==> src/rtl/lif_pkg.sv <==
// Shared types and constants for the leaky integrate-and-fire neuron.
// Width helpers keep the core and its bench consistent.
package lif_pkg;

    typedef enum logic {
        INTEG  = 1'b0,
        REFRAC = 1'b1
    } lif_state_e;

    localparam int LEAK_W = 3;

    function automatic int lif_sum_w(input int n_stage);
        return n_stage + 2;
    endfunction

    function automatic bit lif_width_ok(input int mem_w, input int sum_w);
        return mem_w >= sum_w;
    endfunction

endpackage

==> src/rtl/lif_refractory_counter.sv <==
// Refractory down-counter: loads a period, steps down once per valid
// timestep, and flags the last refractory timestep.
module lif_refractory_counter #(
    parameter int REF_W = 4
) (
    input  logic             clk,
    input  logic             rst_n,
    input  logic             load,
    input  logic [REF_W-1:0] load_val,
    input  logic             dec,
    output logic             done
);

    logic [REF_W-1:0] cnt;

    always_ff @(posedge clk or negedge rst_n) begin
        if (!rst_n) begin
            cnt <= '0;
        end else if (load) begin
            cnt <= load_val;
        end else if (dec && cnt != '0) begin
            cnt <= cnt - 1'b1;
        end
    end

    assign done = (cnt == REF_W'(1));

endmodule

==> src/rtl/lif_neuron_core.sv <==
// Leaky integrate-and-fire membrane stage with saturating accumulate,
// shift-based leak, one-cycle spike and programmable refractory period.
module lif_neuron_core
    import lif_pkg::*;
#(
    parameter  int N_STAGE = 5,
    parameter  int MEM_W   = 8,
    parameter  int REF_W   = 4,
    localparam int SUM_W   = lif_sum_w(N_STAGE)
) (
    input  logic              clk,
    input  logic              rst_n,
    input  logic [SUM_W-1:0]  sum_in,
    input  logic              sum_valid,
    input  logic [MEM_W-1:0]  threshold,
    input  logic [LEAK_W-1:0] leak_shift,
    input  logic [REF_W-1:0]  refrac_period,
    output logic              spike,
    output logic [MEM_W-1:0]  membrane,
    output logic              refractory
);

    if (!lif_width_ok(MEM_W, SUM_W)) begin : g_width_check
        $error("lif_neuron_core: MEM_W must be >= SUM_W");
    end

    lif_state_e       state_q, state_d;
    logic [MEM_W-1:0] mem_d;
    logic             spike_d;
    logic             load;
    logic             done;

    logic [MEM_W-1:0] leaked;
    logic [MEM_W:0]   acc;
    logic [MEM_W-1:0] nxt;
    logic             fire;

    // Sum is zero-extended; the extra bit of acc catches overflow.
    assign leaked = (leak_shift == '0) ? membrane
                                       : membrane - (membrane >> leak_shift);
    assign acc    = {1'b0, leaked}
                  + {{(MEM_W + 1 - SUM_W){1'b0}}, sum_in};
    assign nxt    = acc[MEM_W] ? {MEM_W{1'b1}} : acc[MEM_W-1:0];
    assign fire   = (threshold != '0) && (nxt >= threshold);

    lif_refractory_counter #(
        .REF_W(REF_W)
    ) u_refrac (
        .clk     (clk),
        .rst_n   (rst_n),
        .load    (load),
        .load_val(refrac_period),
        .dec     (sum_valid && state_q == REFRAC),
        .done    (done)
    );

    always_comb begin
        state_d = state_q;
        mem_d   = membrane;
        spike_d = 1'b0;
        load    = 1'b0;
        unique case (state_q)
            INTEG: begin
                if (sum_valid) begin
                    if (fire) begin
                        spike_d = 1'b1;
                        mem_d   = '0;
                        if (refrac_period != '0) begin
                            state_d = REFRAC;
                            load    = 1'b1;
                        end
                    end else begin
                        mem_d = nxt;
                    end
                end
            end
            REFRAC: begin
                if (sum_valid) begin
                    mem_d = '0;
                    if (done) begin
                        state_d = INTEG;
                    end
                end
            end
            default: state_d = INTEG;
        endcase
    end

    always_ff @(posedge clk or negedge rst_n) begin
        if (!rst_n) begin
            state_q  <= INTEG;
            membrane <= '0;
            spike    <= 1'b0;
        end else begin
            state_q  <= state_d;
            membrane <= mem_d;
            spike    <= spike_d;
        end
    end

    assign refractory = (state_q == REFRAC);

endmodule

==> config.mk <==
export PLATFORM = sky130hd
export DESIGN_NAME = lif_neuron_core
export DESIGN_NICKNAME = d
export VERILOG_FILES = /design/src/rtl/lif_pkg.sv /design/src/rtl/lif_refractory_counter.sv /design/src/rtl/lif_neuron_core.sv
export SDC_FILE = /design/constraint.sdc
export NUM_CORES = 1
export LEC_CHECK = 0
export CORE_MARGIN = 5
export CORE_UTILIZATION = 53
export DETAILED_ROUTE_END_ITERATION = 10
export PLACE_DENSITY = 0.81
export SYNTH_ARGS = -nofsm -noshare
export SYNTH_HDL_FRONTEND = slang
export SYNTH_SLANG_ARGS = --single-unit
==> constraint.sdc <==
create_clock -name clk -period 6 [get_ports clk]
set_input_delay 1.2 -clock clk [delete_from_list [all_inputs] [get_ports clk]]
set_output_delay 1.2 -clock clk [all_outputs]
set_load 0.01 [all_outputs]
==> summary.txt, run 1 <==
Setup path
  – Req. time, crit path: 6.19 ns
  – Crit-path cells: buf_6 > buf_6 > or3_4 > o221ai_2 > ha_2 > inv_2 > fa_2 > a21o_1 > a21oi_2 > o21ai_2 > a2111oi_2 > nor3b_1 > ha_1 > buf_6 > a311o_2 > a31oi_4 > ha_4 > nand2b_4 > a2111oi_4 > o31ai_4 > a211o_4 > a221oi_2
  – Crit Path Category: in -> reg
  – Crit-path max cell delay: 0.50 ns
  – Crit path launch: leak_shift[0]
  – R2r startpoint: membrane[7]
  – Startpoint Class: primary input
  – WP buf/inv: 4
  – CP max-delay cell: a311o_2
  – Crit-path most repeated cell: buf_6
  – Worst endpoint data arrival time: around 6.3 ns
  – Worst r2r dst: membrane[7]
  – Setup crit end kind: register
  – Crit path to: membrane[7]
  – Worst path depth: 22
  – R2R depth: 22
  – Slack of the worst reg-to-reg path: between 0.4 and 0.5 ns
  – Max Fanout on Critical Path: 7
  – CP top delay family: compound AO/OA/AOI/OAI gates

Placed design
  – RD Place Congestion: around 0.88
  – Placed insts: 352
  – IO Port Bufs: 34
  – Detailed placement HPWL: around 4500 um
  – Cell Area, Placed: ~2700 um2

STA
  – Clock skew: 0.00935 ns
  – Setup-failing EPs final: 7
  – Worst Slack Setup Final: -0.126 ns
  – Hold slack: approximately 0.65 ns
  – Final Max Tran Viols: 0
  – Final hold vios: 0
  – Rel. slew slack: 0.357
  – Final Cycle Share: 1.02
  – Fmax: ~160 MHz
  – RSZ-0062 raised after global routing: true
  – Post-layout minimum cycle time: 6.13 ns
  – Slew @ Worst Pin: 0.964 ns

Routing
  – DRC: 0
  – Antenna-violating nets left: 0
  – Detailed Route WL: 7820 um
  – Wire per inst: roughly 21 um
  – Number of DRC markers in iteration 0: 257
  – Vias per std cell: 6.58
  – DR pass1 iterations: 5
  – Via count: between 2000 and 2500

Global route
  – Largest net degree at the start of global routing: 15
  – GRT Residual Overflow: 0
  – Vias in the first global route: between 2000 and 2500
  – GR Util All Layers: 0.242
  – First-pass GRT wire length: 9880 um
  – Initial antenna violation count: 0

Floorplan
  – Die Wd: 70.0 um
  – Initial core utilization: 0.559
  – Die H: around 70 um
  – I/O pins: 35
  – Core area: 3420 um2
  – Die area: 4910 um2
  – Row Count: 21

Final layout
  – Fin nets: 382
  – Ratio of cells with drive above 1 in the final layout: 0.383
  – N_diodes: 0
  – Post-layout instance area: around 3100 um2
  – Multi-input logic area: 1750 um2
  – Fill cells: 131
  – P&R area growth vs syn: 63.9%
  – Reg area: between 300 and 400 um2
  – Non-Filler Instances: approximately 380

Job
  – Max Cap Viol: 0

Logic synthesis
  – Avg Synthesized Cell Area: slightly above 8 um2
  – Mapped cell area: ~1900 um2
  – Ys Warns: 0
  – Register area share after synthesis: 0.183
  – Most frequent cell after synthesis: ha_1
  – Leading cell types by count after synthesis: 24 x ha_1, 23 x inv_1, 21 x nand2_1
  – Yosys top cell area share: 0.183
  – Post-Synthesis Cells: about 230
  – Seq cells post-synth: 14
  – Distinct cells, synth: 59
  – EDFF count, synth: 0
  – Prevailing post-synth register cell: dfrtp_1
  – Area leader, netlist: dfrtp_1
  – Post-synth ARST share: 1.00
  – Largest cells by area after synthesis: dfrtp_1 18%, ha_1 16%, inv_1 4.5%
  – Syn_nets: 283

CTS
  – Root Buffer: clkbuf_4
  – Maximum clock path buffer count: 2
  – H-tree Lvls: 1
  – Total CTS buffers: 3
  – Clock Latency Late Sink: 0.28 ns
  – TritonCTS clock tree: done
  – CTS clk-pin slew, worst paths: ~0.080 ns
  – Clk sink count: 14

Power and ir drop
  – Pwr dens: just under 600 nW/um2
  – Switching Share: 0.465
  – Int Power: 967 uW
  – Clock network fraction of total power: 0.029
  – VDD IR-drop max: ~0.00057 V
  – Logic pwr share: 0.877
  – Design Power: 1.81 mW
  – Sequential share of power: 0.095
  – Net Switching: between 800 and 900 uW
  – LEAKAGE: around 1.4 nW

Outcome
  – Failing checks: setup timing
  – Status: finished, violations left

Hold path
  – Hold Path Class: reg -> reg
==> how the worst min path moves through the flow <==
stage | cells past startpoint | slack [ns] | from | end
detailed placement | 2 | 0.56 | refractory | refractory
CTS | 2 | 0.58 | refractory | refractory
floorplan | 2 | 0.56 | refractory | refractory
global placement | 2 | 0.55 | refractory | refractory
global route | 2 | 0.67 | refractory | refractory
finish | 2 | 0.65 | refractory | refractory
==> power groups by stage <==
stage / Combinational [mW] / Sequential, mW / Clock (mW)
final: 1.58 / 0.171 / 0.0516
after global routing: 1.67 / 0.174 / 0.0562
after CTS: 1.31 / 0.163 / 0.0509
after detailed placement: 1.13 / 0.163 / 0
after global placement: 1.09 / 0.162 / 0
after floorplan: 0.689 / 0.157 / 0
==> logic make-up after synthesis <==
logic type      after synthesis  synth area share
simple gates                 68             0.186
fa+ha+maj                    26             0.178
flops                        14             0.183
compound gates               78             0.306
xor+xnor                      7            0.0321
buf+inv                      29            0.0589
mux                          10            0.0550
==> placed cells by master, fill, tap and decap left out, drive strengths merged, types with 4 or more instances in the layout <==
master and n:
nand2 21, ha 24, a211o 4, xnor2 4, dfrtp 14, nor2 12, clkbuf 4, clkdlybuf4s50 31
nand2b 7, a2111oi 4, mux2 4, nor3 6, nand4 4, buf 67, a21oi 14, o21a 4
a31oi 6, inv 23, a21o 5, a211oi 5, o21ai 10, mux2i 6, a32o 4, o22ai 5
==> tightest hold or removal path, delay by kind of cell (launching register included) <==
family | cells | cell delay [ns]
simple gates | 2 | 0.16
flops | 1 | 0.46
==> area by class of cell <==
class                   count  share of cell area
repair buffers            100               0.276
flip-flops and latches     14               0.112
multi-input cells         189               0.559
inverters                  23              0.0276
well taps                  46              0.0184
clock buffers               3             0.00719
==> through the flow <==
| stage | setup WS, ns | util | TNS, ns |
|---|---|---|---|
| floorplan | 0.00848 | - | 0 |
| global placement | -0.414 | 0.783 | -4.31 |
| detailed placement | -0.533 | 0.783 | -5.77 |
| CTS | 0.0128 | 0.850 | 0 |
| global route | -0.284 | 0.916 | -2.39 |
| finish | -0.126 | 0.916 | -0.571 |
==> sequential cells by signal, indices dropped and copies added, names as in the netlist <==
name and flops:
u_refrac.cnt 4, membrane 8, refractory 1, spike 1
==> routing by layer <==
layer | track usage | part of all wire | vias to the layer above
li1 | - | - | 1075
met1 | 0.282 | 0.40 | 1165
met2 | 0.434 | 0.47 | 178
met3 | 0.0430 | 0.075 | 48
met4 | 0.0936 | 0.050 | 0
met5 | 0 | 0 | -
==> timing repair <==
action	CTS	global route
pin swaps	7	23
endpoints found under the setup margin	12	14
gates resized for setup	28	38
gates cloned	1	0
hold buffers	0	0
buffers inserted	10	9
Note: power is estimated with default switching activity, not from simulation.
==> inputs of run 2 (changes only) <==
CELL_PAD_IN_SITES_DETAIL_PLACEMENT = 0   (was unset)
CELL_PAD_IN_SITES_GLOBAL_PLACEMENT = 1   (was unset)
CORE_UTILIZATION = 48   (was 53)
DONT_BUFFER_PORTS = 1   (was unset)
PLACE_DENSITY = unset   (was 0.81)
PLACE_DENSITY_LB_ADDON = 0.1   (was unset)
SLEW_MARGIN = 20   (was unset)
==> run 2 against run 1 <==
Compared with the run above:
- largest power group unchanged
- highest routed layer unchanged
- clock-buffer cell count did not move
- critical endpoint unchanged
- the run now ends clean
- combinational power fell by 40%
- die area rose by 8.9%
- setup slack improved by 0.37 ns
==> summary.txt, run 2 (synthesized netlist as in run 1, its figures left out) <==
STA
  – Final hold vios: 0 (unchanged)
  – Rel. slew slack: 0.544 (was 0.357)
  – Slew @ Worst Pin: 0.666 ns (was 0.964 ns)
  – Final Cycle Share: 0.959 (was 1.02)
  – Final Max Tran Viols: 0 (unchanged)
  – Post-layout minimum cycle time: 5.76 ns (was 6.13 ns)
  – Setup-failing EPs final: 0 (was 7)
  – Clock skew: 0.00304 ns (was 0.00935 ns)
  – Setup total negative slack: 0 ns (was -0.571 ns)
  – Fmax: 174 MHz (was 163 MHz)

Routing
  – Antenna-violating nets left: 0 (unchanged)
  – Vias per std cell: 6.24 (was 6.58)
  – Detailed Route WL: 5060 um (was 7820 um)
  – Via count: 1796 (was 2466)
  – DR pass1 iterations: 4 (was 5)
  – DRC: 0 (unchanged)
  – Number of DRC markers in iteration 0: 50 (was 257)
  – Wire per inst: 17.6 um (was 20.9 um)

Setup path
  – Crit-path cells: or3_1 > o221ai_2 > ha_2 > inv_1 > fa_2 > a21o_1 > a21oi_2 > xnor2_1 > a21oi_1 > ha_1 > o21a_1 > a21o_1 > a311o_2 > a32o_2 > ha_1 > a211o_1 > a21oi_2 > o31ai_4 > a211o_4 > a221oi_2 (was buf_6 > buf_6 > or3_4 > o221ai_2 > ha_2 > inv_2 > fa_2 > a21o_1 > a21oi_2 > o21ai_2 > a2111oi_2 > nor3b_1 > ha_1 > buf_6 > a311o_2 > a31oi_4 > ha_4 > nand2b_4 > a2111oi_4 > o31ai_4 > a211o_4 > a221oi_2)
  – CP max-delay cell: a311o_2 (unchanged)
  – Crit-path max cell delay: 0.46 ns (was 0.50 ns)
  – Setup crit end kind: register (unchanged)
  – Startpoint Class: primary input (unchanged)
  – Req. time, crit path: 6.15 ns (was 6.19 ns)
  – Worst endpoint data arrival time: 5.90 ns (was 6.32 ns)
  – CP top delay family: compound AO/OA/AOI/OAI gates (unchanged)
  – Crit Path Category: in -> reg (unchanged)
  – WP buf/inv: 1 (was 4)
  – Max Fanout on Critical Path: 13 (was 7)

Outcome
  – Status: complete, no violations (was finished, violations left)

Floorplan
  – Initial core utilization: 0.485 (was 0.559)
  – Die Wd: 73.1 um (was 70.0 um)
  – I/O pins: 35 (unchanged)
  – Die H: 73.1 um (was 70.0 um)
  – Die area: 5340 um2 (was 4910 um2)
  – Core area: 3940 um2 (was 3420 um2)
  – Row Count: 23 (was 21)

Final layout
  – Ratio of cells with drive above 1 in the final layout: 0.160 (was 0.383)
  – Largest register by flop count: membrane (unchanged)
  – Biggest regs: membrane x8, u_refrac.cnt x4 (unchanged)
  – Most frequent cells in the layout: 23 x inv_1, 23 x ha_1, 21 x nand2_1 (was 56 x buf_4, 31 x clkdlybuf4s50_1, 21 x nand2_1)
  – Largest register FFs: 8 (unchanged)
  – Fill cells: 378 (was 131)
  – Fin nets: 291 (was 382)
  – P&R area growth vs syn: 12.2% (was 63.9%)
  – N_diodes: 0 (unchanged)

CTS
  – Clk sink count: 14 (unchanged)
  – CTS Hold Bufs: 0 (unchanged)
  – H-tree Lvls: 1 (unchanged)
  – Maximum clock path buffer count: 2 (unchanged)
  – Root Buffer: clkbuf_8 (was clkbuf_4)
  – CTS clk-pin slew, worst paths: 0.05 ns (was 0.08 ns)
  – TritonCTS clock tree: done (unchanged)
  – Total CTS buffers: 3 (unchanged)
  – Clock Latency Late Sink: 0.24 ns (was 0.28 ns)

Hold path
  – Hold Path Class: reg -> reg (unchanged)

Power and ir drop
  – Net Switching: 584 uW (was 841 uW)
  – Switching Share: 0.489 (was 0.465)
  – Clock network fraction of total power: 0.061 (was 0.029)
  – LEAKAGE: 0.935 nW (was 1.39 nW)
  – Int Power: 611 uW (was 967 uW)
  – Design Power: 1.20 mW (was 1.81 mW)
  – Sequential share of power: 0.143 (was 0.095)
  – Logic pwr share: 0.796 (was 0.877)
  – Pwr dens: 558 nW/um2 (was 577 nW/um2)
  – VDD IR-drop max: 0.000373 V (was 0.000575 V)

Global route
  – GR Util met3: 0.0303 (was 0.0430)
  – GR Util All Layers: 0.190 (was 0.242)
  – First-pass GRT wire length: 7960 um (was 9880 um)
  – GRT Residual Overflow: 0 (unchanged)
  – Initial antenna violation count: 0 (unchanged)
  – M1 GR Usage: 0.227 (was 0.282)
  – Largest net degree at the start of global routing: 16 (was 15)
  – Layer with the highest usage: met2 (unchanged)
  – Vias in the first global route: 1780 (was 2275)
  – GRT met2 Usage: 0.341 (was 0.434)

Placed design
  – IO Port Bufs: 0 (was 34)
  – RD Place Congestion: 0.883 (was 0.876)
  – Detailed placement HPWL: 4210 um (was 4470 um)

Job
  – Max Cap Viol: 0 (unchanged)
-- run 2: cell count changes in the layout (fill, tap and decap cells not counted), moves of 4 or more --
| cell | previous run | this run |
|---|---|---|
| o22ai_2 | 4 | 0 |
| o22ai_1 | 1 | 5 |
| a31oi_4 | 5 | 0 |
| clkdlybuf4s50_1 | 31 | 0 |
| buf_4 | 56 | 9 |
| buf_6 | 10 | 0 |
-- run 2: path summary, 6_finish.rpt --
check | startpoint | end | slack [ns] | cells past startpoint
worst max-delay path | leak_shift[1] | membrane[7] | 0.24 | 20
worst min-delay path | u_refrac.cnt[3] | u_refrac.cnt[3] | 0.63 | 2
worst max register to register | membrane[2] | membrane[7] | 0.66 | 20
worst min register to register | u_refrac.cnt[3] | u_refrac.cnt[3] | 0.63 | 2
max in group asynchronous | rst_n | membrane[7] | 5.28 | 0
min in group asynchronous | rst_n | u_refrac.cnt[0] | 0.65 | 0
-- run 2: metrics by stage --
| step | setup slack [ns] | instance area [um2] | hold WS, ns | util | cells |
|---|---|---|---|---|---|
| final | 0.243 | 2140 | 0.627 | 0.544 | 288 |
| after floorplan | 0.00848 | 1960 | 0.560 | - | 232 |
| after detailed placement | -0.0951 | 2060 | 0.615 | 0.523 | 285 |
| after global placement | -0.0461 | 2060 | 0.603 | 0.523 | 285 |
| after CTS | 0.148 | 2100 | 0.631 | 0.533 | 288 |
| after global routing | -0.00890 | 2140 | 0.632 | 0.544 | 288 |
-- run 2: worst min-delay path, cell delays in order (launching register included) --
cell     delay (ns)
dfrtp_1        0.36
xnor2_1        0.12
mux2_1         0.12
-- run 2: repair_timing --
item,4_1_cts,5_1_grt
buffers inserted,0,0
resized for setup,0,8
setup endpoints to repair,0,6
-- run 2: final cells by class --
class,instances,area [um2],area share
well taps,50,62.6,0.0292
multi-input cells,189,1540,0.716
flip-flops and latches,14,350,0.163
repair buffers,9,67.6,0.0315
clock buffers,3,41.3,0.0193
inverters,23,86.3,0.0403
-- run 2: routing by layer --
| layer | wire length, um | share of wire | vias up |
|---|---|---|---|
| met5 | 0 | 0 | - |
| met1 | 2110 | 0.42 | 852 |
| li1 | - | - | 890 |
| met3 | 270 | 0.053 | 10 |
| met2 | 2580 | 0.51 | 44 |
| met4 | 94 | 0.019 | 0 |
-- run 2: power groups by stage --
stage                     sequential [mW]  combinational [mW]  clock, mW
after floorplan                     0.157               0.689          0
after global placement              0.171               0.883          0
after detailed placement            0.172               0.917          0
after CTS                           0.170               0.921     0.0757
after global routing                0.175                1.06     0.0830
final                               0.171               0.952     0.0731
==> inputs of run 3 (changes only) <==
CORE_MARGIN = unset   (was 5)
==> run 3 against run 2 <==
Compared with the run above:
- largest cell class unchanged
- critical path depth did not move
- first-iteration DRC count rose by 100%
- cell count fell by 0.69%
- clock skew rose by 0.0030 ns
- core utilization rose by 2.7 points
- critical endpoint unchanged
- via count rose by 1.7%
- non-clock buffer count fell by 1
- combinational power fell by 0.8%
- largest power group unchanged
- final area fell by 0.29%
- total power rose by 0.77%
==> summary.txt, run 3 (synthesized netlist as in run 1, its figures left out) <==
CTS
  – Post_cts resized: 0 (unchanged)
  – Total CTS buffers: 3 (unchanged)
  – TritonCTS clock tree: done (unchanged)
  – CTS Hold Bufs: 0 (unchanged)
  – Clk sink count: 14 (unchanged)
  – Root Buffer: clkbuf_8 (unchanged)
  – CTS clk-pin slew, worst paths: 0.06 ns (was 0.05 ns)
  – Postcts setup bufs: 0 (unchanged)
  – Clock Latency Late Sink: 0.24 ns (about the same)
  – H-tree Lvls: 1 (unchanged)
  – Maximum clock path buffer count: 2 (unchanged)

Power and ir drop
  – Int Power: 616 uW (was 611 uW)
  – VDD IR-drop max: 0.000383 V (was 0.000373 V)
  – Switching Share: 0.489 (about the same)
  – Sequential share of power: 0.142 (was 0.143)
  – LEAKAGE: 0.936 nW (was 0.935 nW)
  – Pwr dens: 564 nW/um2 (was 558 nW/um2)
  – Clock network fraction of total power: 0.074 (was 0.061)
  – Net Switching: 589 uW (was 584 uW)
  – Logic pwr share: 0.783 (was 0.796)

Global route
  – Initial antenna violation count: 0 (unchanged)
  – Largest net degree at the start of global routing: 16 (unchanged)
  – GR Util All Layers: 0.237 (was 0.190)
  – GRT Residual Overflow: 0 (unchanged)
  – First-pass GRT wire length: 7850 um (was 7960 um)
  – Vias in the first global route: 1750 (was 1780)

Setup path
  – Req. time, crit path: 6.15 ns (about the same)
  – CP max-delay cell: or3_1 (was a311o_2)
  – WP buf/inv: 1 (unchanged)
  – Max Fanout on Critical Path: 13 (unchanged)
  – R2r startpoint: membrane[7] (was membrane[2])
  – CP top delay family: compound AO/OA/AOI/OAI gates (unchanged)
  – Worst endpoint data arrival time: 5.97 ns (was 5.90 ns)
  – R2R depth: 22 (was 20)
  – Slack of the worst reg-to-reg path: 0.60 ns (was 0.66 ns)
  – Startpoint Class: primary input (unchanged)
  – Worst r2r dst: membrane[7] (unchanged)
  – Setup crit end kind: register (unchanged)
  – Crit Path Category: in -> reg (unchanged)
  – Crit-path cells: or3_1 > o221ai_2 > ha_2 > inv_1 > fa_2 > a21o_1 > a21oi_2 > o21ai_1 > a2111oi_2 > nor3b_1 > ha_1 > and2_2 > a311o_2 > a32o_2 > ha_1 > a211o_1 > a21oi_2 > o31ai_4 > a211o_1 > a221oi_2 (was or3_1 > o221ai_2 > ha_2 > inv_1 > fa_2 > a21o_1 > a21oi_2 > xnor2_1 > a21oi_1 > ha_1 > o21a_1 > a21o_1 > a311o_2 > a32o_2 > ha_1 > a211o_1 > a21oi_2 > o31ai_4 > a211o_4 > a221oi_2)
  – Worst path depth: 20 (unchanged)
  – Crit-path max cell delay: 0.39 ns (was 0.46 ns)

Final layout
  – Ratio of cells with drive above 1 in the final layout: 0.155 (was 0.160)
  – Post-layout instance area: 2140 um2 (about the same)
  – Fin nets: 290 (was 291)
  – Fin util: 0.571 (was 0.544)
  – Largest register by flop count: membrane (unchanged)
  – N_diodes: 0 (unchanged)
  – Most frequent cells in the layout: 23 x inv_1, 23 x ha_1, 21 x nand2_1 (unchanged)
  – Fill cells: 362 (was 378)
  – P&R area growth vs syn: 11.9% (was 12.2%)
  – Largest register FFs: 8 (unchanged)
  – Biggest regs: membrane x8, u_refrac.cnt x4 (unchanged)

STA
  – Setup-failing EPs final: 0 (unchanged)
  – Final hold vios: 0 (unchanged)
  – Worst Slack Setup Final: 0.184 ns (was 0.243 ns)
  – Final Cycle Share: 0.969 (was 0.959)
  – Hold slack: 0.620 ns (was 0.627 ns)
  – Slew @ Worst Pin: 0.742 ns (was 0.666 ns)
  – Final Max Tran Viols: 0 (unchanged)
  – Fmax: 172 MHz (was 174 MHz)
  – Clock skew: 0.00602 ns (was 0.00304 ns)
  – Post-layout minimum cycle time: 5.82 ns (was 5.76 ns)
  – Rel. slew slack: 0.491 (was 0.544)

Placed design
  – RD Place Congestion: 0.837 (was 0.883)
  – Cell Area, Placed: 2050 um2 (was 2060 um2)
  – Pre-CTS setup slack: -0.108 ns (was -0.0951 ns)
  – Detailed placement HPWL: 4120 um (was 4210 um)
  – IO Port Bufs: 0 (unchanged)

Routing
  – DR pass1 iterations: 4 (unchanged)
  – Antenna-violating nets left: 0 (unchanged)
  – Wire per inst: 17.7 um (was 17.6 um)
  – Vias per std cell: 6.39 (was 6.24)
  – Via count: 1827 (was 1796)
  – Number of DRC markers in iteration 0: 100 (was 50)
  – DRC: 0 (unchanged)
  – Detailed Route WL: 5070 um (was 5060 um)

Floorplan
  – Die H: 65.1 um (was 73.1 um)
  – I/O pins: 35 (unchanged)
  – Die area: 4240 um2 (was 5340 um2)
  – Row Count: 22 (was 23)
  – Core area: 3740 um2 (was 3940 um2)
  – Die Wd: 65.1 um (was 73.1 um)
  – Initial core utilization: 0.510 (was 0.485)

Hold path
  – Hold Path Class: reg -> reg (unchanged)
  – Min-delay src: refractory (was u_refrac.cnt[3])
  – Hold Path Sink: refractory (was u_refrac.cnt[3])
  – Hold Path Depth: 2 (unchanged)

Job
  – Max Cap Viol: 0 (unchanged)

Outcome
  – Status: complete, no violations (unchanged)
## run 3: changes by cell type in the layout (fill, tap and decap cells not counted)
cell      previous run  this run
a211o_1              2         3
a211o_4              1         0
a31oi_1              4         3
a31oi_2              2         3
buf_4                9         8
clkbuf_8             3         4
o32ai_1              0         1
o32ai_2              1         0
## run 3: power groups by stage
stage / Clock, mW / Combinational [mW] / Sequential, mW
2_1_floorplan: 0 / 0.689 / 0.157
3_3_place_gp: 0 / 0.870 / 0.171
3_5_place_dp: 0 / 0.906 / 0.172
4_1_cts: 0.0910 / 0.910 / 0.171
5_1_grt: 0.0930 / 1.04 / 0.175
6_report: 0.0897 / 0.944 / 0.172
## run 3: routing by layer
layer	up-vias	wire (um)	GRT usage
li1	891	-	-
met1	903	2180	0.291
met2	31	2710	0.456
met3	2	168	0.0174
met4	0	12	0.0326
met5	-	0	0
## run 3: cell type report
class	count	area [um2]	area share
multi-input cells	189	1530	0.714
flip-flops and latches	14	350	0.164
repair buffers	8	60.1	0.0281
clock buffers	4	55.1	0.0257
inverters	23	86.3	0.0404
well taps	48	60.1	0.0281
## run 3: worst reg2reg max path: stages (launching register included)
cell,delay [ns]
dfrtp_1,0.60
mux2i_1,0.15
mux2i_1,0.21
nand2_1,0.09
o221ai_2,0.07
ha_2,0.20
inv_1,0.05
fa_2,0.35
a21o_1,0.17
a21oi_2,0.16
o21ai_1,0.11
a2111oi_2,0.32
nor3b_1,0.10
ha_1,0.31
and2_2,0.18
a311o_2,0.39
a32o_2,0.30
ha_1,0.29
a211o_1,0.31
a21oi_2,0.20
o31ai_4,0.11
a211o_1,0.37
a221oi_2,0.27
## run 3: worst max-delay path by stage
stage,slack (ns),endpoint,startpoint
final,0.18,membrane[7],leak_shift[1]
after global placement,0.02,membrane[7],leak_shift[0]
after floorplan,0.008,membrane[7],leak_shift[0]
after CTS,0.13,membrane[7],leak_shift[0]
after detailed placement,-0.11,membrane[7],leak_shift[1]
after global routing,-0.008,u_refrac.cnt[2],leak_shift[1]
## run 3: metrics by stage
stage	power, mW	std cells	TNS (ns)
6_report	1.21	286	0
5_1_grt	1.31	286	-0.00794
4_1_cts	1.17	286	0
3_5_place_dp	1.08	282	-0.452
3_3_place_gp	1.04	282	0
2_1_floorplan	0.846	232	0
